## config.mk

```make
export PLATFORM = sky130hd
export DESIGN_NAME = max_search_scheduler
export DESIGN_NICKNAME = d
export VERILOG_FILES = /design/src/rtl/max_sched_pkg.sv /design/src/rtl/max_track_core.sv /design/src/rtl/max_search_scheduler.sv
export SDC_FILE = /design/constraint.sdc
export NUM_CORES = 1
export LEC_CHECK = 0
export ABC_AREA = 1
export CAP_MARGIN = 20
export CORE_MARGIN = 3
export CORE_UTILIZATION = 30
export CTS_CLUSTER_DIAMETER = 200
export DETAILED_ROUTE_END_ITERATION = 8
export MAX_ROUTING_LAYER = met4
export PLACE_DENSITY_LB_ADDON = 0.12
export SLEW_MARGIN = 20
export SYNTH_ARGS = -nofsm -noshare
export SYNTH_HDL_FRONTEND = slang
export SYNTH_SLANG_ARGS = --single-unit
```

## constraint.sdc

```tcl
create_clock -name clock -period 3.5 [get_ports clock]
set_input_delay 0.525 -clock clock [delete_from_list [all_inputs] [get_ports clock]]
set_output_delay 0.525 -clock clock [all_outputs]
set_load 0.005 [all_outputs]
```

## src/rtl/max_sched_pkg.sv

```systemverilog
// Shared types and default sizing for the max-search scheduler slice.
package max_sched_pkg;

    localparam int DEF_WIDTH     = 8;
    localparam int DEF_BURST_LEN = 20;
    localparam int DEF_CNT_W     = 5;

    typedef enum logic [1:0] {
        IDLE = 2'd0,
        RUN  = 2'd1,
        DONE = 2'd2
    } state_t;

endpackage

```

## src/rtl/max_track_core.sv

```systemverilog
// Running-maximum register: cleared at burst start, updated per accepted sample.
module max_track_core
    import max_sched_pkg::*;
#(
    parameter int WIDTH = DEF_WIDTH
) (
    input  logic             clock,
    input  logic             reset,
    input  logic             clear,
    input  logic             en,
    input  logic [WIDTH-1:0] din,
    output logic [WIDTH-1:0] max
);

    logic [WIDTH-1:0] max_r;

    // Unsigned running maximum; equal samples leave the stored value untouched.
    always_ff @(posedge clock or negedge reset) begin
        if (!reset) begin
            max_r <= {WIDTH{1'b0}};
        end else if (clear) begin
            max_r <= {WIDTH{1'b0}};
        end else if (en && (din >= max_r)) begin
            max_r <= din;
        end else begin
            max_r <= max_r;
        end
    end

    assign max = max_r;

endmodule

```

## src/rtl/max_search_scheduler.sv

```systemverilog
// Two-requester round-robin scheduler sharing one running-max datapath per burst.
module max_search_scheduler
    import max_sched_pkg::*;
#(
    parameter int WIDTH     = DEF_WIDTH,
    parameter int BURST_LEN = DEF_BURST_LEN,
    parameter int CNT_W     = DEF_CNT_W
) (
    input  logic             clock,
    input  logic             reset,
    input  logic [1:0]       req,
    input  logic [1:0]       valid,
    input  logic [WIDTH-1:0] data_0,
    input  logic [WIDTH-1:0] data_1,
    output logic [1:0]       grant,
    output logic [WIDTH-1:0] result,
    output logic             result_valid,
    output logic             result_id,
    output logic             busy
);

    localparam logic [CNT_W-1:0] CNT_LOAD = CNT_W'(BURST_LEN);
    localparam logic [CNT_W-1:0] CNT_ONE  = CNT_W'(1);

    state_t           state_r, state_nxt;
    logic [1:0]       grant_r, grant_nxt;
    logic             owner_r, owner_nxt;
    logic             ptr_r, ptr_nxt;
    logic [CNT_W-1:0] cnt_r, cnt_nxt;
    logic [WIDTH-1:0] result_r, result_nxt;
    logic             result_id_r, result_id_nxt;
    logic             result_valid_r, result_valid_nxt;
    logic             busy_r, busy_nxt;

    logic             winner_s;
    logic             start_s;
    logic             accept_s;
    logic [WIDTH-1:0] din_s;
    logic [WIDTH-1:0] max_s;

    // With both requesting the pointer decides, otherwise the lone requester wins.
    assign winner_s = (req == 2'b11) ? ptr_r : req[1];
    assign start_s  = (state_r == IDLE) && (req != 2'b00);
    assign din_s    = owner_r ? data_1 : data_0;
    assign accept_s = (state_r == RUN) && req[owner_r] && valid[owner_r];

    max_track_core #(
        .WIDTH (WIDTH)
    ) u_core (
        .clock (clock),
        .reset (reset),
        .clear (start_s),
        .en    (accept_s),
        .din   (din_s),
        .max   (max_s)
    );

    // Next-state and next-output logic; outputs are all registered below.
    always_comb begin
        state_nxt        = state_r;
        grant_nxt        = grant_r;
        owner_nxt        = owner_r;
        ptr_nxt          = ptr_r;
        cnt_nxt          = cnt_r;
        result_nxt       = result_r;
        result_id_nxt    = result_id_r;
        result_valid_nxt = 1'b0;
        busy_nxt         = busy_r;

        case (state_r)
            IDLE: begin
                if (start_s) begin
                    owner_nxt = winner_s;
                    grant_nxt = winner_s ? 2'b10 : 2'b01;
                    cnt_nxt   = CNT_LOAD;
                    busy_nxt  = 1'b1;
                    state_nxt = RUN;
                end else begin
                    grant_nxt = 2'b00;
                    busy_nxt  = 1'b0;
                end
            end
            RUN: begin
                if (!req[owner_r]) begin
                    // Abort: partial burst is dropped and the other side gets priority.
                    ptr_nxt   = ~owner_r;
                    grant_nxt = 2'b00;
                    busy_nxt  = 1'b0;
                    state_nxt = IDLE;
                end else if (accept_s) begin
                    cnt_nxt = cnt_r - CNT_ONE;
                    if (cnt_r == CNT_ONE) begin
                        // Last sample folds into the result the same cycle it is accepted.
                        result_nxt       = (din_s >= max_s) ? din_s : max_s;
                        result_id_nxt    = owner_r;
                        result_valid_nxt = 1'b1;
                        grant_nxt        = 2'b00;
                        state_nxt        = DONE;
                    end else begin
                        state_nxt = RUN;
                    end
                end else begin
                    state_nxt = RUN;
                end
            end
            DONE: begin
                ptr_nxt   = ~owner_r;
                grant_nxt = 2'b00;
                busy_nxt  = 1'b0;
                state_nxt = IDLE;
            end
            default: begin
                grant_nxt = 2'b00;
                busy_nxt  = 1'b0;
                state_nxt = IDLE;
            end
        endcase
    end

    // FSM state register.
    always_ff @(posedge clock or negedge reset) begin
        if (!reset) begin
            state_r <= IDLE;
        end else begin
            state_r <= state_nxt;
        end
    end

    // Arbiter, counter and output registers.
    always_ff @(posedge clock or negedge reset) begin
        if (!reset) begin
            grant_r        <= 2'b00;
            owner_r        <= 1'b0;
            ptr_r          <= 1'b0;
            cnt_r          <= {CNT_W{1'b0}};
            result_r       <= {WIDTH{1'b0}};
            result_id_r    <= 1'b0;
            result_valid_r <= 1'b0;
            busy_r         <= 1'b0;
        end else begin
            grant_r        <= grant_nxt;
            owner_r        <= owner_nxt;
            ptr_r          <= ptr_nxt;
            cnt_r          <= cnt_nxt;
            result_r       <= result_nxt;
            result_id_r    <= result_id_nxt;
            result_valid_r <= result_valid_nxt;
            busy_r         <= busy_nxt;
        end
    end

    assign grant        = grant_r;
    assign result       = result_r;
    assign result_id    = result_id_r;
    assign result_valid = result_valid_r;
    assign busy         = busy_r;

endmodule

```

# Word-level counts from Yosys, hierarchy flattened
# Index checks and enable logic that the tools add are counted.
# totals
out_inout_bits,13
ff_bits,30
input_bits,22
# classes
n_lt_le_gt_ge,2
reduce_logical,14
n_addsub,1
mux,33
bitwise_logic,1
eq_ne,10
# ops
op,count
two-way mux 8 bit,4
two-way mux 2 bit,9
two-way mux 5 bit,3
two-way mux 1 bit,12
one-hot mux 5 bit (2 select lines),1
greater-or-equal comparator 8 bit,1
one-hot mux 2 bit (2 select lines),2
AND reduction 4 bit,2
nonzero test 2 bit,4
"inequality test 3 x 2 -> 1 bit, second input constant",2
AND reduction 2 bit,3
"equality test 5 x 1 -> 1 bit, second input constant",1
"subtractor 5 x 1 -> 5 bit, second input constant",1
"equality test 2 bit, second input constant",2
logical AND 1 bit,4
"inequality test 2 x 1 -> 1 bit, second input constant",2
"inequality test 2 bit, second input constant",2
one-hot mux 1 bit (2 select lines),2
"equality test 2 x 1 -> 1 bit, second input constant",1
logical NOT 2 bit,1
"< comparator 1 x 2 -> 1 bit, second input constant",1
inverter 1 bit,1

# Longest topological paths before layout
# depth
ltp_word,7
ltp_mapped,15
ltp_nobuf,15

# Modules after synthesis
# A second synthesis with hierarchy kept.
# unflattened
cells_unflattened,263
area_unflattened_um2,2025.7
# modules_own_cells
module,area_per_inst_um2,cells_each,n_inst,seq_area_each_um2
max_search_scheduler,1435.1,192,1,550.5
max_track_core,590.6,71,1,200.2

# Worst setup path before layout
# No wires, ideal clock.
# synth_timing
kind,input-to-reg
from,in data_1[7]
to,"reg result_r[3], in the netlist result[3]"
stages,12
path_buffers,2
arrival_ns,2.105
path_slack_ns,1.278
required_ns,3.383
cell_sequence,or2_2 > o21ai_0 > inv_1 > ha_1 > nand2_1 > o21a_1 > buf_2 > nand2_2 > buf_2 > nand2_1 > nand3_1 > nand2_1
# synth_between
elab_chain_cells,3
# synth_lines
element,line,text
from (decl),max_search_scheduler.sv:14,"input logic [WIDTH-1:0] data_1,"
two-way mux 8 bit,max_search_scheduler.sv:44,assign din_s = owner_r ? data_1 : data_0;
greater-or-equal comparator 8 bit,max_search_scheduler.sv:94,result_nxt = (din_s >= max_s) ? din_s : max_s;
two-way mux 8 bit,max_search_scheduler.sv:94,
to (signal assigned),max_search_scheduler.sv:136,result_r <= {WIDTH{1'b0}};
to (signal assigned),max_search_scheduler.sv:145,result_r <= result_nxt;
to (decl),max_search_scheduler.sv:30,"logic [WIDTH-1:0] result_r, result_nxt;"
# Every way passes these cells.
# A chain may end at the register's enable or synchronous reset.

# Worst setup path after layout
# layout_timing
from,in data_1[7]
to,"reg u_core.max_r[6], in the netlist u_core.max[6]"
# layout_between
elab_chain_cells,4
# layout_lines
element,line,text
two-way mux 8 bit,max_search_scheduler.sv:44,
greater-or-equal comparator 8 bit,max_track_core.sv:23,end else if (en && (din >= max_r)) begin
logical AND 1 bit,max_track_core.sv:23,
nonzero test 2 bit (no source line),-,
to (signal assigned),max_track_core.sv:22,max_r <= {WIDTH{1'b0}};
to (signal assigned),max_track_core.sv:24,max_r <= din;
to (signal assigned),max_track_core.sv:26,max_r <= max_r;
to (decl),max_track_core.sv:15,logic [WIDTH-1:0] max_r;
# Every way passes these cells.

==> impl_metrics.json <==
{
  "finalSetupViolations": 0,
  "min_period_over_period": 0.745,
  "register_area_um2": 751,
  "initialDrtViolationCount": 95,
  "numClockSinks": 30,
  "design.core.area_mm2": 0.00554,
  "cts_root_buffer": "sky130_fd_sc_hd__clkbuf_8",
  "synth_fp_nets": 259,
  "most_frequent_standard_cell_in_the_layout_excluding_fill_and_tap_cells": "sky130_fd_sc_hd__nand2_1",
  "critPathLaunchType": "input port",
  "dr_total_vias": 1485,
  "min_from": "grant[1]$_DFFE_PN0P_",
  "critical_path.endpoint_type": "register",
  "postSynthRegisterBits": 30,
  "finalWeightedCongestion": 0.841,
  "power.density_mw_per_mm2": 787,
  "remaining_drcs": 0,
  "grt_max_degree": 31,
  "global_route.usage.total": 0.133,
  "synth_largest_type_area_fraction": 0.434,
  "chipHeight_um": 81.9,
  "place_hpwl_mm": 3.04,
  "worst-path-max-fanout": 17,
  "status": "finished clean",
  "routedWlPerCell_um": 11.6,
  "cellLeakagePower_nw": 1.10,
  "initial_core_util": 0.312,
  "globalRouteOverflowTotal": 0,
  "die_w_um": 81.9,
  "cpMaxStageDelayCell": "sky130_fd_sc_hd__clkdlybuf4s50_1",
  "irDropWorstVdd_mv": 0.252,
  "path_cells": "clkdlybuf4s50_1 -> or2_2 -> o21ai_0 -> inv_1 -> ha_1 -> a21oi_1 -> o21a_1 -> nand2_2 -> nand2_2 -> nand3_1 -> nand2_1",
  "tritoncts_clock_tree": "done",
  "postSynthAreaPerCell_um2": 7.62,
  "layout_min_cycle_time_ns": 2.61,
  "cp_data_arrival_time_ns": 2.82,
  "post_cts_hold_buffer_count": 0,
  "fin_tns_setup_ns": 0,
  "r2r-start": "owner_r$_DFFE_PN0P_",
  "multi_input_comb_area_um2": 833,
  "drive_gt1_frac": 0.0830,
  "yosysUniqueCellTypes": 22,
  "final_design_area_no_fill_mm2": 0.00221,
  "worstSetupStartpoint": "data_1[7]",
  "deepest_clock_path_buffer_count": 2,
  "delay_of_the_slowest_cell_on_the_worst_path_ns": 0.39,
  "finalHoldViolations": 0,
  "crit_path_class": "in -> reg",
  "min-delay-path-class": "reg -> reg",
  "transition_time_at_the_pin_with_the_least_slew_margin_ns": 0.390,
  "drt_first_pass_iters": 4,
  "cts_max_level": 2,
  "synth_area_leaders": "sky130_fd_sc_hd__dfrtp_1 43%, sky130_fd_sc_hd__nand2_1 16%, sky130_fd_sc_hd__nand3_1 9.6%",
  "fp.dieArea_mm2": 0.00671,
  "place_area_mm2": 0.00214,
  "areaGrowthSynthToFinish_pct": 28.1,
  "synthDominantAreaCellType": "sky130_fd_sc_hd__dfrtp_1",
  "rsz0062_at_grt": "no",
  "synthesis.yosys.warnings": 0,
  "final-max-slew-violation-count": 0,
  "count_of_nets_left_with_antenna_violations_after_detail_routing": 0,
  "post-cts-setup-buffer-count": 0,
  "portBuffers": 34,
  "totalWireLength_mm": 3.91,
  "critPathMostFrequentCell": "sky130_fd_sc_hd__nand2_2",
  "timing.max_slew.rel_slack": 0.740,
  "worstPathRequired_ns": 3.72,
  "num_io_pins": 35,
  "postSynthCellCount": 227,
  "cts_buffer_count": 5,
  "syn-cell-area_mm2": 0.00173,
  "nets": 297,
  "cell_rows": 27,
  "clkLatencyLatePin_ns": 0.27,
  "diodes": 0,
  "wire_length_of_the_first_global_routing_pass_mm": 6.56,
  "commonest_cells_after_routing_fill_and_taps_aside": "72 x sky130_fd_sc_hd__nand2_1, 34 x sky130_fd_sc_hd__clkdlybuf4s50_1, 33 x sky130_fd_sc_hd__nand3_1",
  "seq_area_frac_synth": 0.434,
  "clkTransAtPathRegs_ns": 0.06,
  "cts_resized": 0,
  "maxCapViolCount": 0,
  "final.setup_skew_ns": 0.00485,
  "viasPerCell": 4.41,
  "nFillCells": 594,
  "grt_antenna_before_repair": 0,
  "maxClockFrequency_mhz": 384,
  "first_global_vias": 1368
}
==> metrics by stage <==
| stage | hold WS [ns] | std cells | setup WS [ns] | utilization | power, mW |
|---|---|---|---|---|---|
| final | 0.475 | 337 | 0.893 | 0.400 | 1.74 |
| after global routing | 0.505 | 337 | 0.670 | 0.400 | 1.95 |
| after CTS | 0.482 | 337 | 0.897 | 0.400 | 1.78 |
| after detailed placement | 0.468 | 330 | 0.611 | 0.386 | 1.51 |
| after global placement | 0.456 | 330 | 0.604 | 0.386 | 1.51 |
| after floorplan | 0.229 | 227 | 1.28 | - | 1.22 |
==> cells in the mapped netlist <==
| cell type | count |
|---|---|
| sky130_fd_sc_hd__inv_2 | 2 |
| sky130_fd_sc_hd__nor2_4 | 2 |
| sky130_fd_sc_hd__dfrtp_1 | 30 |
| sky130_fd_sc_hd__ha_1 | 10 |
| sky130_fd_sc_hd__nand3_1 | 33 |
| sky130_fd_sc_hd__o21ai_0 | 13 |
| sky130_fd_sc_hd__nor2_1 | 13 |
| sky130_fd_sc_hd__buf_4 | 1 |
| sky130_fd_sc_hd__nand2_1 | 72 |
| sky130_fd_sc_hd__buf_6 | 2 |
| sky130_fd_sc_hd__and2_4 | 1 |
| sky130_fd_sc_hd__clkbuf_1 | 1 |
| sky130_fd_sc_hd__o21a_1 | 1 |
| sky130_fd_sc_hd__or2_2 | 6 |
| sky130_fd_sc_hd__o21ai_1 | 3 |
| sky130_fd_sc_hd__xor2_1 | 1 |
| sky130_fd_sc_hd__a21oi_1 | 3 |
| sky130_fd_sc_hd__buf_2 | 2 |
| sky130_fd_sc_hd__mux2i_1 | 1 |
| sky130_fd_sc_hd__nand2_2 | 3 |
| sky130_fd_sc_hd__inv_1 | 25 |
| sky130_fd_sc_hd__nand3b_1 | 2 |
==> routing by layer <==
layer | global-route usage | share of wire
met1 | 0.184 | 0.49
met2 | 0.183 | 0.44
met3 | 0.0351 | 0.056
met4 | 0.0548 | 0.012
met5 | - | 0
==> layout make-up <==
cell class                 count  area share
multi-input combinational    164       0.376
clock buffer                   7      0.0345
sequential                    30       0.339
inverter                      27      0.0458
tap                           72      0.0407
timing repair buffer          37       0.164
==> report_power, final <==
| part | leakage (nW) | internal (mW) | switching, mW |
|---|---|---|---|
| sequential | 0.396 | 0.478 | 0.0718 |
| combinational | 0.668 | 0.384 | 0.559 |
| clock | 0.0383 | 0.136 | 0.114 |
==> critical path: cells and delay by family <==
kind                     cells  cell delay [ns]
adder cells (fa/ha/maj)      1             0.30
AO/OA/AOI/OAI                3             0.56
AND/OR/NAND/NOR              5             0.92
buffers and inverters        2             0.50
==> flip-flops by register name, indices dropped and copies added, names as in the netlist <==
signal / flops
result: 8
cnt_r: 5
owner_r: 1
grant: 2
ptr_r: 1
busy: 1
result_valid: 1
result_id: 1
u_core.max: 8
state_r: 2
==> cell families after synthesis <==
logic type	after synthesis	synth area share
multiplexers	1	0.00579
AND/OR/NAND/NOR	132	0.339
XOR/XNOR	1	0.00507
adder cells (fa/ha/maj)	10	0.0724
buffers and inverters	33	0.0839
flip-flops	30	0.434
AO/OA/AOI/OAI	20	0.0593
==> path summary, 6_finish.rpt <==
path                                        endpoint  slack [ns]  cells past startpoint
max                        u_core.max[6]$_DFFE_PN0P_        0.89                     11
min                             grant[1]$_DFFE_PN0P_        0.47                      2
max reg2reg                u_core.max[6]$_DFFE_PN0P_        1.02                     11
min reg2reg                     grant[1]$_DFFE_PN0P_        0.47                      2
max in group asynchronous  u_core.max[0]$_DFFE_PN0P_        2.58                      2
min in group asynchronous      result[1]$_DFFE_PN0P_        0.64                      2
(Power assumes the default switching activity.)
